**config.mk**
```make
export PLATFORM = sky130hd
export DESIGN_NAME = ro_sample_ctrl
export DESIGN_NICKNAME = d
export VERILOG_FILES = /design/src/rtl/ro_sample_ctrl.sv
export SDC_FILE = /design/constraint.sdc
export NUM_CORES = 1
export LEC_CHECK = 0
export CORE_ASPECT_RATIO = 1.75
export CORE_MARGIN = 3
export CORE_UTILIZATION = 45
export CTS_CLUSTER_DIAMETER = 50
export DETAILED_ROUTE_END_ITERATION = 7
export HOLD_SLACK_MARGIN = 0.15
export PLACE_DENSITY_LB_ADDON = 0.1
export SYNTH_ARGS = -nofsm -noshare
export SYNTH_HDL_FRONTEND = slang
export SYNTH_SLANG_ARGS = --single-unit
```
**constraint.sdc**
```tcl
create_clock -name clk -period 8.5 [get_ports clk]
set_input_delay 2.55 -clock clk [delete_from_list [all_inputs] [get_ports clk]]
set_output_delay 2.55 -clock clk [all_outputs]
set_load 0.03 [all_outputs]
```
**src/rtl/ro_sample_ctrl.sv**
```systemverilog
// Ring-oscillator sensor sequencer: clear / enable window / settle / capture,
// with captured sums queued in a first-word-fall-through FIFO.
module ro_sample_ctrl #(
    parameter int unsigned WIN_W         = 16,
    parameter int unsigned CLR_CYCLES    = 4,
    parameter int unsigned SETTLE_CYCLES = 4,
    parameter int unsigned DEPTH         = 8
) (
    input  logic                         clk,
    input  logic                         reset_n,
    input  logic                         start,
    input  logic                         stop,
    input  logic                         continuous,
    input  logic [WIN_W-1:0]             window_len,
    input  logic [15:0]                  num_samples,
    output logic                         ro_enable,
    output logic                         ro_reset,
    input  logic [35:0]                  monitor_count,
    output logic [35:0]                  sample_data,
    output logic                         sample_valid,
    input  logic                         sample_ready,
    output logic                         busy,
    output logic                         overflow,
    output logic [$clog2(DEPTH+1)-1:0]   fifo_level
);

    localparam int unsigned PTR_W  = (DEPTH > 1) ? $clog2(DEPTH) : 1;
    localparam int unsigned LVL_W  = $clog2(DEPTH + 1);
    localparam int unsigned DATA_W = 36;
    localparam int unsigned SAMP_W = 16;

    typedef enum logic [2:0] {
        S_IDLE,
        S_CLEAR,
        S_MEASURE,
        S_SETTLE,
        S_CAPTURE
    } state_t;

    state_t              state_q, state_d;
    logic [WIN_W-1:0]    cnt_q, cnt_d, win_q;
    logic [SAMP_W-1:0]   samp_q, nsamp_q, samp_inc;
    logic                cont_q, stop_pend_q;
    logic                run_start, capture;
    logic                en_d, rst_d, busy_d;

    logic [DATA_W-1:0]   mem [DEPTH];
    logic [PTR_W-1:0]    wr_ptr, rd_ptr;
    logic [LVL_W-1:0]    level_d;
    logic [DATA_W-1:0]   head_d;
    logic                full, pop, push_ok, drop;

    assign run_start = (state_q == S_IDLE) && start && !stop;
    assign capture   = (state_q == S_CAPTURE);
    assign samp_inc  = (samp_q == '1) ? samp_q : samp_q + SAMP_W'(1);

    always_ff @(posedge clk or negedge reset_n) begin
        if (!reset_n) state_q <= S_IDLE;
        else          state_q <= state_d;
    end

    // Next state, phase counter and array control levels for the next cycle.
    always_comb begin
        state_d = state_q;
        cnt_d   = cnt_q + WIN_W'(1);
        en_d    = 1'b0;
        rst_d   = 1'b0;
        busy_d  = 1'b1;
        case (state_q)
            S_IDLE: begin
                cnt_d = '0;
                if (run_start) state_d = S_CLEAR;
            end
            S_CLEAR: begin
                if (cnt_q == WIN_W'(CLR_CYCLES - 1)) begin
                    state_d = S_MEASURE;
                    cnt_d   = '0;
                end
            end
            S_MEASURE: begin
                if (cnt_q == win_q - WIN_W'(1)) begin
                    state_d = S_SETTLE;
                    cnt_d   = '0;
                end
            end
            S_SETTLE: begin
                if (cnt_q == WIN_W'(SETTLE_CYCLES - 1)) begin
                    state_d = S_CAPTURE;
                    cnt_d   = '0;
                end
            end
            S_CAPTURE: begin
                cnt_d = '0;
                if (stop_pend_q || (!cont_q && samp_inc == nsamp_q)) state_d = S_IDLE;
                else                                                  state_d = S_CLEAR;
            end
            default: begin
                state_d = S_IDLE;
                cnt_d   = '0;
            end
        endcase
        en_d   = (state_d == S_MEASURE);
        rst_d  = (state_d == S_IDLE) || (state_d == S_CLEAR);
        busy_d = (state_d != S_IDLE);
    end

    // Run configuration, counters and registered control outputs.
    always_ff @(posedge clk or negedge reset_n) begin
        if (!reset_n) begin
            cnt_q       <= '0;
            win_q       <= '0;
            nsamp_q     <= '0;
            samp_q      <= '0;
            cont_q      <= 1'b0;
            stop_pend_q <= 1'b0;
            ro_enable   <= 1'b0;
            ro_reset    <= 1'b1;
            busy        <= 1'b0;
        end else begin
            cnt_q     <= cnt_d;
            ro_enable <= en_d;
            ro_reset  <= rst_d;
            busy      <= busy_d;
            if (run_start) begin
                win_q   <= (window_len == '0) ? WIN_W'(1) : window_len;
                nsamp_q <= (num_samples == '0) ? SAMP_W'(1) : num_samples;
                cont_q  <= continuous;
                samp_q  <= '0;
            end else if (capture) begin
                samp_q <= samp_inc;
            end
            if (state_d == S_IDLE)               stop_pend_q <= 1'b0;
            else if (stop && state_q != S_IDLE)  stop_pend_q <= 1'b1;
        end
    end

    assign full    = (fifo_level == LVL_W'(DEPTH));
    assign pop     = sample_valid && sample_ready;
    assign push_ok = capture && (!full || pop);
    assign drop    = capture && full && !pop;

    // Next occupancy and next head word; the head register keeps its value when empty.
    always_comb begin
        level_d = fifo_level;
        head_d  = sample_data;
        case ({push_ok, pop})
            2'b10:   level_d = fifo_level + LVL_W'(1);
            2'b01:   level_d = fifo_level - LVL_W'(1);
            default: level_d = fifo_level;
        endcase
        if (pop) begin
            if (fifo_level == LVL_W'(1)) begin
                if (push_ok) head_d = monitor_count;
            end else begin
                head_d = mem[rd_ptr + PTR_W'(1)];
            end
        end else if (fifo_level == '0 && push_ok) begin
            head_d = monitor_count;
        end
    end

    always_ff @(posedge clk) begin
        if (push_ok) mem[wr_ptr] <= monitor_count;
    end

    always_ff @(posedge clk or negedge reset_n) begin
        if (!reset_n) begin
            wr_ptr       <= '0;
            rd_ptr       <= '0;
            fifo_level   <= '0;
            sample_valid <= 1'b0;
            sample_data  <= '0;
            overflow     <= 1'b0;
        end else begin
            if (push_ok) wr_ptr <= wr_ptr + PTR_W'(1);
            if (pop)     rd_ptr <= rd_ptr + PTR_W'(1);
            fifo_level   <= level_d;
            sample_valid <= (level_d != '0);
            sample_data  <= head_d;
            if (run_start) overflow <= 1'b0;
            else if (drop) overflow <= 1'b1;
        end
    end

endmodule

```
==> reports/metrics.cfg <==
[grt]
antenna_found_initial=0
grt_max_degree=73
grt_pass1_vias=10700
grt_pass1_wl_um=60000
gr-total-overflow=0
globalRouteTotalUtil_pct=18.7

[drt]
wl_met3_um=1430
viasPerCell=5.48
dr.pass1.iters=5
ant_nets=0
wire_per_inst_um=20.7
drt_iter0_drc=468
routed.top_layer=met4
wl_um=38000
drc=0
wl_met2_um=20600
vias=10100
wl_met1_um=14900

[cells_and_area]
drive_gt1_share_pct=13.3
n_fill_cell=3166
fin_area_um2=20400
diodes=0
final_nets=1406
area_growth_pct=17.8

[sta]
layout_setup_ws_ns=3.82
period_minus_slack_ns=4.68
clock.fmax_ghz=0.214
period_share_pct=55.0
rsz0062_at_grt=no
fin_tns_setup_ns=0
slew-limit-headroom_pct=34.3
hold_viol_final=0
finClkSkew_ns=0.0199
setup_viol=0
slew_violations=0
worst_pin_slew_ns=0.985

[synthesis]
ys_types=69
syn-instance-count=1208
synth.area.mux_share_pct=11.7
syn_area_per_cell_um2=14.3
ys_ff_latch=408
synth-edff-count=288
syn_nets=1291
yosysSeqAreaShare_pct=67.2
synth_flop_cell=edfxtp_1
synthSimpleGateAreaFrac_pct=10.1
synth_xor_area_share_pct=2.98
synth_top_family_by_area=multiplexers
synth_fa_ha_area_share_pct=0.650
synth_compound_area_share_pct=5.59
ys_async_sr_fraction_pct=29.4
syn_area_um2=17300
yosys_warnings=0

[critical_path]
required_ns=8.87
r2r-start=rd_ptr[0]
critPathLaunchType=primary input
arrival_ns=5.05
endpoint_kind=register
startpoint=sample_ready
cp_max_fo=72
path_class=in -> reg

[clocking]
cts.sinks=408
cts_inserted_buffers=40
post_cts_buffers=0
insertion_delay_ns=0.54
root_buffer=clkbuf_16
cts.hold.buffers_added=0
h-tree-depth=2
cts.clk_slew.worst_paths_ns=0.06
cts_buffer_depth=3
cts_resized=0
cts_tree=yes

[die]
die_w_um=154
initial_core_util_pct=45.8
die_h_um=266
ioPinCount=119
rows=94
core_um2=37900
fp.dieArea_um2=41000

[power_and_ir_drop]
totalPowerFinal_mw=6.82
p_leak_nw=7.28
peakVddDrop_mv=0.218
p_per_area_nw_per_um2=334

[placement]
portBuffers=118
place_area_um2=19100
place_ws_ns=3.26
dp_hpwl_um=23200
place_congestion=0.868

[outcome]
outcome=finished clean

[hold_path]
hold_path_class=reg -> reg
hp-start=sample_data[30]

[run]
maxCapViolations=0

Yosys cell counts (all sizes together) (2+ instances only):
cell | number | area share [%]
mux2i | 40 | 2.3
xor2 | 24 | 1.2
edfxtp | 288 | 50
o31ai | 6 | 0.29
nor2 | 50 | 1.1
nand3b | 3 | 0.13
mux4 | 72 | 9.4
buf | 14 | 0.43
or4 | 7 | 0.35
o22ai | 2 | 0.072
and2 | 2 | 0.072
a311oi | 3 | 0.15
o221ai | 2 | 0.10
a21oi | 18 | 0.52
or2 | 2 | 0.072
nand2 | 214 | 4.6
ha | 9 | 0.65
clkbuf | 48 | 1.0
dfrtp | 119 | 17
nor3b | 6 | 0.26
and3b | 2 | 0.11
a21boi | 2 | 0.087
o21ai | 101 | 2.9
a31oi | 5 | 0.18
nor3 | 28 | 0.87
nand4 | 8 | 0.29
a211oi | 5 | 0.22
xnor2 | 35 | 1.8
nor4 | 14 | 0.58
and3 | 9 | 0.32
a22o | 2 | 0.10
o41ai | 2 | 0.10
nand2b | 5 | 0.18
inv | 9 | 0.19
a2111oi | 2 | 0.14
a21o | 2 | 0.13
nand3 | 19 | 0.55
o211ai | 2 | 0.087
or3 | 9 | 0.32
registers in the layout, summed over array words and instances, names as in the netlist, 4 cells and up:
signal	flops
cnt_q	16
fifo_level	4
mem	288
nsamp_q	16
samp_q	16
sample_data	36
win_q	16
cells by family after synthesis:
group | Yosys count
DFF | 408
and+or+nand+nor | 384
AOI/OAI and AO/OA | 164
muxes | 113
buffers and inverters | 71
xor gates and xnor gates | 59
adders and majority gates | 9
critical path, stage by stage:
cell	delay (ns)
clkdlybuf4s50_1	0.48
nand2_1	0.21
a21oi_4	0.57
buf_4	0.54
o21ai_4	0.06
buf_4	0.36
nand2_1	0.15
o21ai_0	0.10
report_power, final:
group          internal [mW]  switching (mW)  total (mW)
logic                   1.10            1.25        2.35
clock network           1.03           0.737        1.77
registers               2.37           0.327        2.69
total                   4.50            2.32        6.82
layout make-up:
type | count | area [um2] | area share [%]
multi-input cells | 729 | 5500 | 26.9
inverters | 9 | 33.8 | 0.165
clock inverters | 16 | 170 | 0.833
flip-flops and latches | 408 | 11700 | 57.1
well taps | 480 | 601 | 2.94
repair buffers | 135 | 1310 | 6.42
clock buffers | 57 | 1150 | 5.61
metal layers:
metal | GRT usage, % | vias to the layer above
met2 | 34.7 | 174
met1 | 22.3 | 5059
met4 | 5.78 | 0
li1 | - | 4766
met5 | 0 | -
met3 | 2.67 | 54
worst paths after layout:
path / slack [ns] / endpoint / depth (start not counted)
worst max-delay path: 3.82 / sample_data[1] / 8
worst min-delay path: 0.48 / sample_data[30] / 2
worst max register to register: 5.12 / sample_data[26] / 7
worst min register to register: 0.48 / sample_data[30] / 2
max in group asynchronous: 5.23 / rd_ptr[0] / 2
min in group asynchronous: 2.01 / nsamp_q[15] / 1
cell usage in the layout (no fill, tap or decap), drive strengths merged, types with 11 or more instances in the layout:
| master | count |
|---|---|
| o21ai | 101 |
| buf | 18 |
| nor2 | 50 |
| a21oi | 18 |
| nand2 | 214 |
| clkbuf | 57 |
| clkdlybuf4s50 | 117 |
| edfxtp | 288 |
| nor3 | 28 |
| dfrtp | 119 |
| xor2 | 24 |
| nor4 | 14 |
| mux2i | 40 |
| mux4 | 72 |
| inv | 11 |
| xnor2 | 35 |
| nand3 | 19 |
through the flow:
stage	util (%)	std cells	hold slack, ns
after detailed placement	50.4	1761	0.469
after global routing	53.9	1834	0.510
after global placement	50.4	1761	0.464
after CTS	53.9	1834	0.484
final	53.9	1834	0.477
after floorplan	-	1208	0.441
(Power assumes the default switching activity.)
